## src/rtl/alu_operand_stage_pkg.sv

```systemverilog
// rtl/alu_operand_stage_pkg.sv - shared ALU op codes and register-update actions for the ID/EX stage
package alu_operand_stage_pkg;

  localparam int unsigned ALU_ADD = 0;

  typedef enum logic [1:0] {
    UPD_HOLD,
    UPD_FLUSH,
    UPD_BUBBLE,
    UPD_CAPTURE
  } upd_e;

endpackage

```

## src/rtl/fwd_mux.sv

```systemverilog
// rtl/fwd_mux.sv - one-operand forwarding mux; EX/MEM beats MEM/WB, x0 is never forwarded
module fwd_mux #(
  parameter int XLEN = 32,
  parameter int RA_W = 5
) (
  input  logic [RA_W-1:0] rs_addr,
  input  logic [XLEN-1:0] reg_value,
  input  logic [RA_W-1:0] exmem_rd_addr,
  input  logic            exmem_reg_write,
  input  logic [XLEN-1:0] exmem_result,
  input  logic [RA_W-1:0] memwb_rd_addr,
  input  logic            memwb_reg_write,
  input  logic [XLEN-1:0] memwb_result,
  output logic [XLEN-1:0] fwd_value
);

  always_comb begin
    fwd_value = reg_value;
    if (rs_addr != '0) begin
      if (exmem_reg_write && (exmem_rd_addr == rs_addr)) begin
        fwd_value = exmem_result;
      end else if (memwb_reg_write && (memwb_rd_addr == rs_addr)) begin
        fwd_value = memwb_result;
      end
    end
  end

endmodule

```

## src/rtl/alu_operand_stage.sv

```systemverilog
// rtl/alu_operand_stage.sv - ID/EX register with operand forwarding and load-use bubble insertion
module alu_operand_stage
  import alu_operand_stage_pkg::*;
#(
  parameter int XLEN  = 32,
  parameter int RA_W  = 5,
  parameter int SEL_W = 5,
  parameter int CNT_W = 16
) (
  input  logic             CLK,
  input  logic             RESET,
  input  logic             ID_VALID,
  input  logic [XLEN-1:0]  ID_PC,
  input  logic [XLEN-1:0]  ID_RS1_DATA,
  input  logic [XLEN-1:0]  ID_RS2_DATA,
  input  logic [XLEN-1:0]  ID_IMM,
  input  logic [RA_W-1:0]  ID_RS1_ADDR,
  input  logic [RA_W-1:0]  ID_RS2_ADDR,
  input  logic [RA_W-1:0]  ID_RD_ADDR,
  input  logic [SEL_W-1:0] ID_SELECT,
  input  logic             ID_OP1_SEL,
  input  logic             ID_OP2_SEL,
  input  logic             ID_REG_WRITE,
  input  logic             ID_MEM_READ,
  input  logic [RA_W-1:0]  EXMEM_RD_ADDR,
  input  logic             EXMEM_REG_WRITE,
  input  logic [XLEN-1:0]  EXMEM_RESULT,
  input  logic [RA_W-1:0]  MEMWB_RD_ADDR,
  input  logic             MEMWB_REG_WRITE,
  input  logic [XLEN-1:0]  MEMWB_RESULT,
  input  logic             STALL_IN,
  input  logic             FLUSH,
  output logic [XLEN-1:0]  DATA1,
  output logic [XLEN-1:0]  DATA2,
  output logic [SEL_W-1:0] SELECT,
  output logic             EX_VALID,
  output logic [RA_W-1:0]  EX_RD_ADDR,
  output logic             EX_REG_WRITE,
  output logic             EX_MEM_READ,
  output logic [XLEN-1:0]  EX_STORE_DATA,
  output logic             HAZARD_STALL,
  output logic [CNT_W-1:0] BUBBLE_CNT
);

  logic [XLEN-1:0] ex_pc, ex_rs1_data, ex_rs2_data, ex_imm;
  logic [RA_W-1:0] ex_rs1_addr, ex_rs2_addr;
  logic            ex_op1_sel, ex_op2_sel;
  logic [XLEN-1:0] fwd_rs1, fwd_rs2;
  logic            m1, m2;
  upd_e            upd;

  assign m1 = !ID_OP1_SEL && (ID_RS1_ADDR == EX_RD_ADDR);
  assign m2 = (ID_RS2_ADDR == EX_RD_ADDR);
  assign HAZARD_STALL = ID_VALID && EX_VALID && EX_MEM_READ && (EX_RD_ADDR != '0) && (m1 || m2);

  always_comb begin
    upd = UPD_CAPTURE;
    if (STALL_IN)          upd = UPD_HOLD;
    else if (FLUSH)        upd = UPD_FLUSH;
    else if (HAZARD_STALL) upd = UPD_BUBBLE;
  end

  // Bubbles still load the ID operand fields; only the control bits are killed.
  always_ff @(posedge CLK or negedge RESET) begin
    if (!RESET) begin
      ex_pc       <= '0;
      ex_rs1_data <= '0;
      ex_rs2_data <= '0;
      ex_imm      <= '0;
      ex_rs1_addr <= '0;
      ex_rs2_addr <= '0;
      EX_RD_ADDR  <= '0;
      ex_op1_sel  <= 1'b0;
      ex_op2_sel  <= 1'b0;
    end else if (upd != UPD_HOLD) begin
      ex_pc       <= ID_PC;
      ex_rs1_data <= ID_RS1_DATA;
      ex_rs2_data <= ID_RS2_DATA;
      ex_imm      <= ID_IMM;
      ex_rs1_addr <= ID_RS1_ADDR;
      ex_rs2_addr <= ID_RS2_ADDR;
      EX_RD_ADDR  <= ID_RD_ADDR;
      ex_op1_sel  <= ID_OP1_SEL;
      ex_op2_sel  <= ID_OP2_SEL;
    end
  end

  always_ff @(posedge CLK or negedge RESET) begin
    if (!RESET) begin
      EX_VALID     <= 1'b0;
      EX_REG_WRITE <= 1'b0;
      EX_MEM_READ  <= 1'b0;
      SELECT       <= SEL_W'(ALU_ADD);
      BUBBLE_CNT   <= '0;
    end else begin
      case (upd)
        UPD_FLUSH, UPD_BUBBLE: begin
          EX_VALID     <= 1'b0;
          EX_REG_WRITE <= 1'b0;
          EX_MEM_READ  <= 1'b0;
          SELECT       <= SEL_W'(ALU_ADD);
          if ((upd == UPD_BUBBLE) && (BUBBLE_CNT != '1)) begin
            BUBBLE_CNT <= BUBBLE_CNT + CNT_W'(1);
          end
        end
        UPD_CAPTURE: begin
          EX_VALID     <= ID_VALID;
          EX_REG_WRITE <= ID_VALID && ID_REG_WRITE;
          EX_MEM_READ  <= ID_VALID && ID_MEM_READ;
          SELECT       <= ID_SELECT;
        end
        default: ;
      endcase
    end
  end

  fwd_mux #(.XLEN(XLEN), .RA_W(RA_W)) u_fwd_rs1 (
    .rs_addr         (ex_rs1_addr),
    .reg_value       (ex_rs1_data),
    .exmem_rd_addr   (EXMEM_RD_ADDR),
    .exmem_reg_write (EXMEM_REG_WRITE),
    .exmem_result    (EXMEM_RESULT),
    .memwb_rd_addr   (MEMWB_RD_ADDR),
    .memwb_reg_write (MEMWB_REG_WRITE),
    .memwb_result    (MEMWB_RESULT),
    .fwd_value       (fwd_rs1)
  );

  fwd_mux #(.XLEN(XLEN), .RA_W(RA_W)) u_fwd_rs2 (
    .rs_addr         (ex_rs2_addr),
    .reg_value       (ex_rs2_data),
    .exmem_rd_addr   (EXMEM_RD_ADDR),
    .exmem_reg_write (EXMEM_REG_WRITE),
    .exmem_result    (EXMEM_RESULT),
    .memwb_rd_addr   (MEMWB_RD_ADDR),
    .memwb_reg_write (MEMWB_REG_WRITE),
    .memwb_result    (MEMWB_RESULT),
    .fwd_value       (fwd_rs2)
  );

  assign DATA1         = ex_op1_sel ? ex_pc  : fwd_rs1;
  assign DATA2         = ex_op2_sel ? ex_imm : fwd_rs2;
  assign EX_STORE_DATA = fwd_rs2;

endmodule

```

## config.mk

```make
export PLATFORM = sky130hd
export DESIGN_NAME = alu_operand_stage
export DESIGN_NICKNAME = d
export VERILOG_FILES = /design/src/rtl/alu_operand_stage_pkg.sv /design/src/rtl/fwd_mux.sv /design/src/rtl/alu_operand_stage.sv
export SDC_FILE = /design/constraint.sdc
export NUM_CORES = 1
export LEC_CHECK = 0
export ABC_AREA = 1
export BUFFER_PORTS_ARGS = -buffer_cell sky130_fd_sc_hd__buf_2
export CAP_MARGIN = 25
export CORE_ASPECT_RATIO = 1.2
export CORE_UTILIZATION = 40
export CTS_BUF_LIST = sky130_fd_sc_hd__clkbuf_4
export CTS_CLUSTER_SIZE = 30
export DETAILED_ROUTE_END_ITERATION = 6
export PLACE_DENSITY = 0.73
export SLEW_MARGIN = 20
export SYNTH_ARGS = -nofsm -noshare
export SYNTH_HDL_FRONTEND = slang
export SYNTH_HIERARCHICAL = 1
export SYNTH_SLANG_ARGS = --single-unit
```

## constraint.sdc

```tcl
create_clock -name CLK -period 6.1 [get_ports CLK]
set_clock_uncertainty 0.2 [all_clocks]
set_input_delay 0.61 -clock CLK [delete_from_list [all_inputs] [get_ports CLK]]
set_output_delay 0.61 -clock CLK [all_outputs]
set_load 0.02 [all_outputs]
```

==> reports/results.ini, run 1 <==
[clock_network]
h-tree-depth = 4
cts_inserted_buffers = 17
root_buffer = clkbuf_4
cts_setup_buffers = 0
cts_tree = yes
cts.path.max_buffers = 2
cts_resized = 0
clock-sinks = 169
clkTransAtPathRegs_ns = 0.16
clkLatencyLatePin_ns = 0.59

[setup_path]
crit_path_start_kind = flip-flop
ff2ff_path_depth = 10
r2r-start = EX_RD_ADDR[3]
worstPathMaxFanout = 33
crit_arrival_ns = 3.81
path_class = reg2out
cp_top_family = simple AND/OR/NAND/NOR gates
cp_cell_sequence = inv_1 > nand2_1 > nand2_1 > nor2_1 > nand3_2 > nand2_2 > a21oi_1 > nor2_1 > mux2_2 > buf_2
end_kind = primary output
cp_slowest_cell = nand2_2
cp_num_cells = 10
critPathRequiredTime_ns = 5.29
crit_buf_inv = 2
worstSetupStartpoint = ex_rs2_addr[0]
critPathMaxStageDelay_ns = 0.96

[detailed_routing]
vias = 11800
drc = 2
vias_per_cell = 5.13
wl_um = 39500
drtPass1Iterations = 7
wl_per_cell_um = 17.2
postRouteAntennaNets = 0
drt_iter0_drc = 928

[timing]
fin_crit_ns = 4.62
finalMaxSlewViolations = 0
tns_ns = 0
fmax_mhz = 216
worst_slack_ns = 1.48
max_slew.worst_pin.slew_ns = 0.998
finalCritPeriodShare = 0.758
hold_violations = 0
max_slew_margin = 0.335
setup_viol = 0
rsz0062_at_grt = no

[synth]
yosys_register_bits = 169
yosysTopAreaCellShare = 0.406
ys_seq_area_frac = 0.406
syn_area_per_cell_um2 = 6.89
ys_warn_count = 6
synth_ff_type = dfrtp_1
synthTopCellsByArea = dfrtp_1 41%, nand2_1 22%, nor2_1 10%, mux2_2 6.9%, nand4_1 4.1%
synth_edf_count = 0
synth_fp_nets = 1751
synth_cell_type_count = 28
synthArstFlopShare = 1.00
synthesis.instances = 1514
synthTopCellsByCount = 622 x nand2_1, 281 x nor2_1, 169 x dfrtp_1
yosysMostFrequentCell = nand2_1
synth_top_area_cell = dfrtp_1
synthesis.area_mm2 = 0.0104

[finish]
drive_above_1_share = 0.259
areaGrowthSynthToFinish_pct = 34.0
utilization = 0.547
final_cell_area_mm2 = 0.0140
multiInputGateArea_mm2 = 0.00551
fillers = 2408
fin_nets = 2181
fin_cells = 2301
seq_area_mm2 = 0.00423

[die]
io_pins = 359
rows = 64
dieHeight_um = 179
initial_utilization = 0.408
die_area_mm2 = 0.0267
die_w_um = 149
coreArea_mm2 = 0.0255

[place]
dp_hpwl_um = 25900
preCtsSetupSlack_ns = 1.95
place_inst = 2119
dpl_cell_area_mm2 = 0.0123
gp_congestion = 0.896
port_buffers = 358

[pwr]
pwr_density_cell_mw_per_mm2 = 223
ir_drop_uv = 165
switching_share = 0.392
intPower_uw = 1890
p_leak_uw = 0.00778
clockPowerShare = 0.222
switchingPower_uw = 1220
pwr-share-seq = 0.431
comb_power_share = 0.346

[outcome]
status = finished with violations
violations = DRC

[worst_hold_path]
hold_path_class = in2reg
hp-start = ID_RD_ADDR[3]
hold-path-cell-count = 3

[flow_run]
cap_viol_max_count = 0

[global_route]
grt_pass1_vias = 11500
grt_use_total = 0.293
grt_max_degree = 90
grt_pass1_wl_um = 60300
antenna_found_initial = 10
grt.overflow.total = 0

power groups by stage:
stage               Combinational, uW  Sequential, uW  Clock (uW)
global route                     1170            1360         753
finish                           1080            1340         692
global placement                  980            1360           0
CTS                              1070            1340         714
detailed placement                993            1360           0
floorplan                         613            1360           0
sequential cells by signal, summed over array words and instances (netlist names), 5 cells and up:
signal	cells
BUBBLE_CNT	16
EX_RD_ADDR	5
SELECT	5
ex_imm	32
ex_pc	32
ex_rs1_addr	5
ex_rs1_data	32
ex_rs2_addr	5
ex_rs2_data	32
cell type report:
type,instances,area share
Antenna cell,14,0.00251
Sequential cell,169,0.303
Tap cell,330,0.0295
Clock inverter,14,0.0105
Multi-Input combinational cell,1185,0.394
Timing Repair Buffer,501,0.232
Clock buffer,18,0.00967
Inverter,70,0.0190
path summary, 6_finish.rpt:
check	slack (ns)	to
worst min-delay path	0.06	EX_RD_ADDR[3]
worst max register to register	2.43	EX_RD_ADDR[4]
worst min register to register	0.29	ex_pc[6]
max in group asynchronous	3.81	ex_imm[22]
min in group asynchronous	0.40	ex_imm[24]
worst max-delay path	1.48	DATA2[7]
tightest hold or removal path, stage by stage:
cell and delay [ns]:
buf_2 0.08, nand2_1 0.04, o21ai_0 0.07
layout by cell type (no fill, tap or decap), types with 5 or more instances in the layout:
cell / count
a21oi_1: 63
buf_2: 357
buf_4: 5
clkbuf_4: 18
dfrtp_1: 168
diode_2: 14
dlygate4sd3_1: 136
inv_1: 53
inv_2: 16
mux2_2: 64
nand2_1: 622
nand3_1: 19
nand3_2: 5
nand4_1: 68
nor2_1: 281
nor2_4: 9
o21ai_0: 20
o21ai_2: 5
xnor2_1: 6
xor2_1: 6
through the flow:
stage                     hold WS [ns]  total power [uW]
after detailed placement         0.257              2350
final                           0.0634              3110
after global placement           0.251              2340
after CTS                      0.00601              3120
after global routing           0.00780              3290
after floorplan                  0.114              1970
what timing repair did:
item	in CTS	in global routing
hold endpoints to repair	215	0
hold buffers	136	0
setup endpoints to repair	0	0
layer usage:
metal / up-vias / track usage / share of wire
met5: - / 0 / 0
met4: 0 / 0.138 / 0.035
met3: 101 / 0.0725 / 0.088
met2: 607 / 0.497 / 0.49
met1: 5462 / 0.345 / 0.39
li1: 5631 / - / -
cells by family after synthesis:
group	count (synthesis)	synth area share
AO/OA/AOI/OAI	90	0.0462
adder cells (fa/ha/maj)	4	0.00480
XOR/XNOR	12	0.0101
multiplexers	64	0.0691
flip-flops	169	0.406
AND/OR/NAND/NOR	1015	0.396
buffers and inverters	160	0.0681
Note: power is estimated with default switching activity, not from simulation.
==> run 2: changes to the inputs <==
Settings changed: ABC_AREA 1 to 0, PLACE_DENSITY 0.73 to 0.75.
Clock period 6.1 ns to 4.3 ns, I/O delays scaled along.
==> run 2 against run 1 <==
Net effect: the run now ends clean; critical path depth fell by 2; core utilization up 3.7 points; clock power rose by 33%; die area fell by 11%; area after synthesis decreased by 11%; sequential power rose by 41%; combinational power up 23%; setup slack got worse by 1.1 ns; global-route usage decreased by 3.4 points; sequential share of layout area is 1.8 points higher.
==> reports/results.ini, run 2 <==
[timing]
whs_ns = 0.280
finalCritPeriodShare = 0.918
rsz0062_at_grt = no
hold_violations = 0
fmax_mhz = 253
max_slew_margin = 0.390
fin_crit_ns = 3.95
setup_viol = 0
finalMaxSlewViolations = 0
max_slew.worst_pin.slew_ns = 0.915
tns_ns = 0

[worst_hold_path]
hold_path_class = in2async

[clock_network]
h-tree-depth = 4
cts_resized = 0
clkLatencyLatePin_ns = 0.56
clock-sinks = 169
cts-hold-fix-buffers = 156
root_buffer = clkbuf_4
cts_inserted_buffers = 17
cts_tree = yes
clkTransAtPathRegs_ns = 0.18
cts_setup_buffers = 0
cts.path.max_buffers = 2

[pwr]
clockPowerShare = 0.222
intPower_uw = 2700
switchingPower_uw = 1450
switching_share = 0.350
p_leak_uw = 0.00589
ir_drop_uv = 244
pwr-share-seq = 0.456
comb_power_share = 0.321
pwr_density_cell_mw_per_mm2 = 314

[synth]
synth_fp_nets = 940
ys_warn_count = 6
ys_seq_area_frac = 0.456
synth_top_area_cell = dfrtp_1
synthTopCellsByCount = 209 x mux2_2, 169 x dfrtp_1, 64 x o22ai_1
synth_edf_count = 0
syn_area_per_cell_um2 = 13.2
synthArstFlopShare = 1.00
yosys_register_bits = 169
synthesis.instances = 703
synthTopCellsByArea = dfrtp_1 46%, mux2_2 25%, a2bb2oi_2 9.7%, o22ai_1 4.3%, xnor2_1 2.5%
yosysMostFrequentCell = mux2_2
yosysTopAreaCellShare = 0.456
synth_ff_type = dfrtp_1
synth_cell_type_count = 45
synthesis.area_mm2 = 0.00927

[setup_path]
ff2ff_path_depth = 9
critPathMaxStageDelay_ns = 0.65
r2r_end = BUBBLE_CNT[15]
crit_arrival_ns = 3.32
path_class = reg2out
worstPathMaxFanout = 20
r2r-start = EX_RD_ADDR[4]
end_kind = primary output
cp_slowest_cell = or3_1
worstSetupStartpoint = ex_rs1_addr[1]
r2r_setup_slack_ns = 0.69
crit_path_start_kind = flip-flop
cp_cell_sequence = xnor2_1 > nand4_1 > or3_1 > buf_4 > o22ai_1 > a2bb2oi_2 > mux2_2 > buf_2
critPathRequiredTime_ns = 3.67

[die]
die_area_mm2 = 0.0238
coreArea_mm2 = 0.0226
rows = 60
initial_utilization = 0.410
dieHeight_um = 169
die_w_um = 141
io_pins = 359

[detailed_routing]
drt_iter0_drc = 382
wl_per_cell_um = 20.2
drc = 0
postRouteAntennaNets = 0
drtPass1Iterations = 5
wl_um = 30700
vias = 8019
vias_per_cell = 5.27

[global_route]
grt.overflow.total = 0
grt_use_total = 0.258
grt_max_degree = 102
grt_pass1_wl_um = 46900
antenna_found_initial = 3
grt_pass1_vias = 8575

[place]
dpl_cell_area_mm2 = 0.0114
gp_congestion = 0.843
port_buffers = 358
dp_hpwl_um = 20300

[finish]
areaGrowthSynthToFinish_pct = 42.3
layout_common_cells = 357 x buf_2, 209 x mux2_2, 168 x dfrtp_1
fin_nets = 1433
final_cell_area_mm2 = 0.0132
layout_commonest_cell = buf_2
drive_above_1_share = 0.572

[outcome]
status = completed

[flow_run]
cap_viol_max_count = 0

[run 2: cell count changes after synthesis, moves of 16 or more]
cell / change
a21oi_1: -63
a2bb2oi_2: +60
buf_2: -17
mux2_2: +145
xnor2_1: +20
o22ai_1: +63
nand4_1: -62
nand2_1: -595
inv_1: -49
inv_2: -16
nor2_1: -278
[run 2: final cells by class]
cell class                 count  area (um2)
fill                        1781        9400
inverter                       5        18.8
clock buffer                  19         143
clock inverter                13         131
timing repair buffer         528        3500
multi-input combinational    475        4780
antenna                        3        7.51
sequential                   169        4230
tap                          310         388
[run 2: worst max path at each step]
stage	end	slack (ns)	cells past startpoint
finish	DATA1[19]	0.35	8
global route	DATA2[31]	0.15	8
CTS	DATA1[0]	0.27	8
detailed placement	BUBBLE_CNT[15]	0.62	10
global placement	BUBBLE_CNT[15]	0.70	10
floorplan	BUBBLE_CNT[15]	1.22	9
[run 2: metal layers]
layer | routed length (um) | vias to the layer above | global-route usage | part of all wire
met3 | 1660 | 71 | 0.0557 | 0.054
met2 | 15800 | 332 | 0.448 | 0.51
met5 | 10 | - | 0 | 0.00033
met4 | 862 | 2 | 0.110 | 0.028
li1 | - | 3641 | - | -
met1 | 12400 | 3973 | 0.309 | 0.40
[run 2: power groups by stage]
stage / registers, uW / logic [uW] / clock network (uW)
final: 1890 / 1330 / 923
after global routing: 1920 / 1410 / 1020
after CTS: 1890 / 1320 / 956
after detailed placement: 1920 / 1200 / 0
after global placement: 1910 / 1190 / 0
after floorplan: 1900 / 774 / 0
[run 2: through the flow]
stage                     total power [uW]   util  cells  setup slack, ns
after CTS                             4170  0.584   1519            0.268
after global routing                  4350  0.584   1521            0.145
after detailed placement              3130  0.503   1331            0.625
after floorplan                       2670      -    703             1.22
after global placement                3090  0.503   1331            0.705
final                                 4150  0.584   1522            0.353
[run 2: logic make-up (layout without fill, tap and decap cells)]
logic type                 after synthesis  in the layout  synth area share
AOI/OAI and AO/OA                      146            146             0.162
xor gates and xnor gates                43             43            0.0406
adders and majority gates                4              4           0.00540
buffers and inverters                   59            565            0.0326
DFF                                    169            169             0.456
muxes                                  211            211             0.257
other                                    0              3                 0
and+or+nand+nor                         71             71            0.0471
[run 2: critical path: cells and delay by family, from the launching register on]
kind | cells | cell delay, ns
xor+xnor | 1 | 0.20
buf+inv | 2 | 0.52
mux | 1 | 0.28
compound gates | 2 | 0.40
flops | 1 | 0.49
simple gates | 2 | 0.85
==> run 3: changes to the inputs <==
--- a/config.mk
+++ b/config.mk
@@ -7,3 +7,3 @@
 export LEC_CHECK = 0
-export ABC_AREA = 0
+export ABC_AREA = 1
 export BUFFER_PORTS_ARGS = -buffer_cell sky130_fd_sc_hd__buf_2
@@ -15,3 +15,3 @@
 export DETAILED_ROUTE_END_ITERATION = 6
-export PLACE_DENSITY = 0.75
+export PLACE_DENSITY = 0.73
 export SLEW_MARGIN = 20
--- a/constraint.sdc
+++ b/constraint.sdc
@@ -4,2 +4,2 @@
 set_output_delay 0.43 -clock CLK [all_outputs]
-set_load 0.02 [all_outputs]
+set_load 0.005 [all_outputs]
==> run 3 against run 2 <==
Net effect: setup slack improved by 0.20 ns; die area increased by 12%; final area rose by 7.9%; register-to-register slack better by 0.52 ns; non-clock buffer count up 3; cell count rose by 53%; first-iteration DRC count up 120%; sequential share of layout area shrank 2.3 points; power is 0.25% higher; count of clock-buffer cells in the layout shrank 2; worst hold slack barely moved; wire length is 31% higher; critical path type unchanged.
==> reports/results.ini, run 3 (same netlist as run 1, synthesis figures left out) <==
[detailed_routing]
vias_per_cell = 5.12
drc = 0
postRouteAntennaNets = 0
vias = 11900
drt_iter0_drc = 840
drtPass1Iterations = 5
wl_per_cell_um = 17.3
wl_um = 40100

[clock_network]
root_buffer = clkbuf_4
h-tree-depth = 4
cts_tree = yes
cts_inserted_buffers = 17
cts.path.max_buffers = 2
cts_resized = 0
clock-sinks = 169
clkLatencyLatePin_ns = 0.58
clkTransAtPathRegs_ns = 0.16

[die]
die_w_um = 149
rows = 64
die_area_mm2 = 0.0267
dieHeight_um = 179
io_pins = 359
initial_utilization = 0.408
coreArea_mm2 = 0.0255

[timing]
worst_slack_ns = 0.552
finalCritPeriodShare = 0.872
fmax_mhz = 267
tns_ns = 0
rsz0062_at_grt = no
finalMaxSlewViolations = 0
max_slew.worst_pin.slew_ns = 1.02
max_slew_margin = 0.322
hold_violations = 0
setup_viol = 0
fin_crit_ns = 3.75

[finish]
layout_commonest_cell = nand2_1
layout_common_cells = 622 x nand2_1, 357 x buf_2, 281 x nor2_1
fin_nets = 2211
fillers = 2372
drive_above_1_share = 0.259
areaGrowthSynthToFinish_pct = 36.5

[setup_path]
crit_path_start_kind = flip-flop
end_kind = primary output
path_class = reg2out
crit_arrival_ns = 3.12
critPathRequiredTime_ns = 3.67
worstPathMaxFanout = 31

[worst_hold_path]
hold_path_class = in2reg

[pwr]
p_leak_uw = 0.00791
clockPowerShare = 0.220
switching_share = 0.366
pwr_density_cell_mw_per_mm2 = 292
ir_drop_uv = 208
pwr-share-seq = 0.459
intPower_uw = 2640
comb_power_share = 0.321
switchingPower_uw = 1520

[place]
gp_congestion = 0.899
preCtsSetupSlack_ns = 1.16
port_buffers = 358
dp_hpwl_um = 25900

[outcome]
status = completed

[global_route]
grt_use_total = 0.294
grt_pass1_wl_um = 60500
grt_max_degree = 170
grt_pass1_vias = 11600
grt.overflow.total = 0
antenna_found_initial = 4

[flow_run]
cap_viol_max_count = 0

## run 3: changes by cell type in the layout (fill, tap and decap cells not counted), moves of 48 or more
cell	previous run	this run
nand2_1	25	622
a21oi_1	0	63
mux2_2	209	64
nor2_1	3	281
a2bb2oi_2	60	0
o22ai_1	64	1
inv_1	5	53
nand4_1	6	68
## run 3: stage by stage
step,utilization,hold WS (ns),std cells,instance area (um2),total power (uW)
3_5_place_dp,0.485,0.257,2128,12400,3130
6_report,0.557,0.280,2324,14200,4160
3_3_place_gp,0.483,0.251,2126,12300,3110
5_1_grt,0.557,0.252,2319,14200,4410
4_1_cts,0.556,0.192,2316,14200,4170
2_1_floorplan,-,-0.0656,1514,10400,2570
## run 3: layout make-up
type | instances | area (um2) | area share
diodes | 7 | 17.5 | 0.00123
clock buffers | 17 | 128 | 0.00896
clock inverters | 15 | 129 | 0.00905
inverters | 70 | 265 | 0.0186
multi-input cells | 1185 | 5510 | 0.387
flip-flops and latches | 169 | 4230 | 0.297
well taps | 330 | 413 | 0.0290
repair buffers | 531 | 3540 | 0.249
## run 3: path summary, 6_finish.rpt
path / startpoint / to / slack [ns] / cells past startpoint
max: ex_rs2_addr[0] / DATA2[15] / 0.55 / 10
min: STALL_IN / SELECT[3] / 0.28 / 5
max reg2reg: EX_RD_ADDR[4] / EX_REG_WRITE / 1.21 / 13
min reg2reg: ex_pc[1] / ex_pc[1] / 0.29 / 2
max in group asynchronous: RESET / ex_pc[2] / 2.80 / 3
min in group asynchronous: RESET / ex_imm[29] / 0.37 / 3
## run 3: critical path, stage by stage, from the launching register on
cell and delay (ns):
dfrtp_1 0.47, inv_1 0.08, nand2_1 0.06, nand2_1 0.05, nor2_1 0.16, nand3_2 0.32, nand2_2 0.73, a21oi_1 0.13
nor2_1 0.23, mux2_2 0.20, buf_2 0.11
## run 3: routing by layer
layer | up-vias | track usage | part of all wire
met5 | - | 0 | 0.00032
met4 | 2 | 0.162 | 0.042
met3 | 121 | 0.0784 | 0.091
met2 | 619 | 0.493 | 0.48
met1 | 5466 | 0.339 | 0.38
li1 | 5685 | - | -
## run 3: repair_timing
action | CTS | global route
endpoints found under the hold margin | 322 | 0
buffers inserted | 0 | 0
setup endpoints to repair | 0 | 0
hold buffers | 156 | 0
## run 3: power by group through the flow
stage,Sequential [uW],Combinational (uW),Clock [uW]
finish,1910,1340,916
global route,1930,1470,1010
CTS,1910,1310,952
detailed placement,1940,1190,0
global placement,1930,1170,0
floorplan,1880,694,0
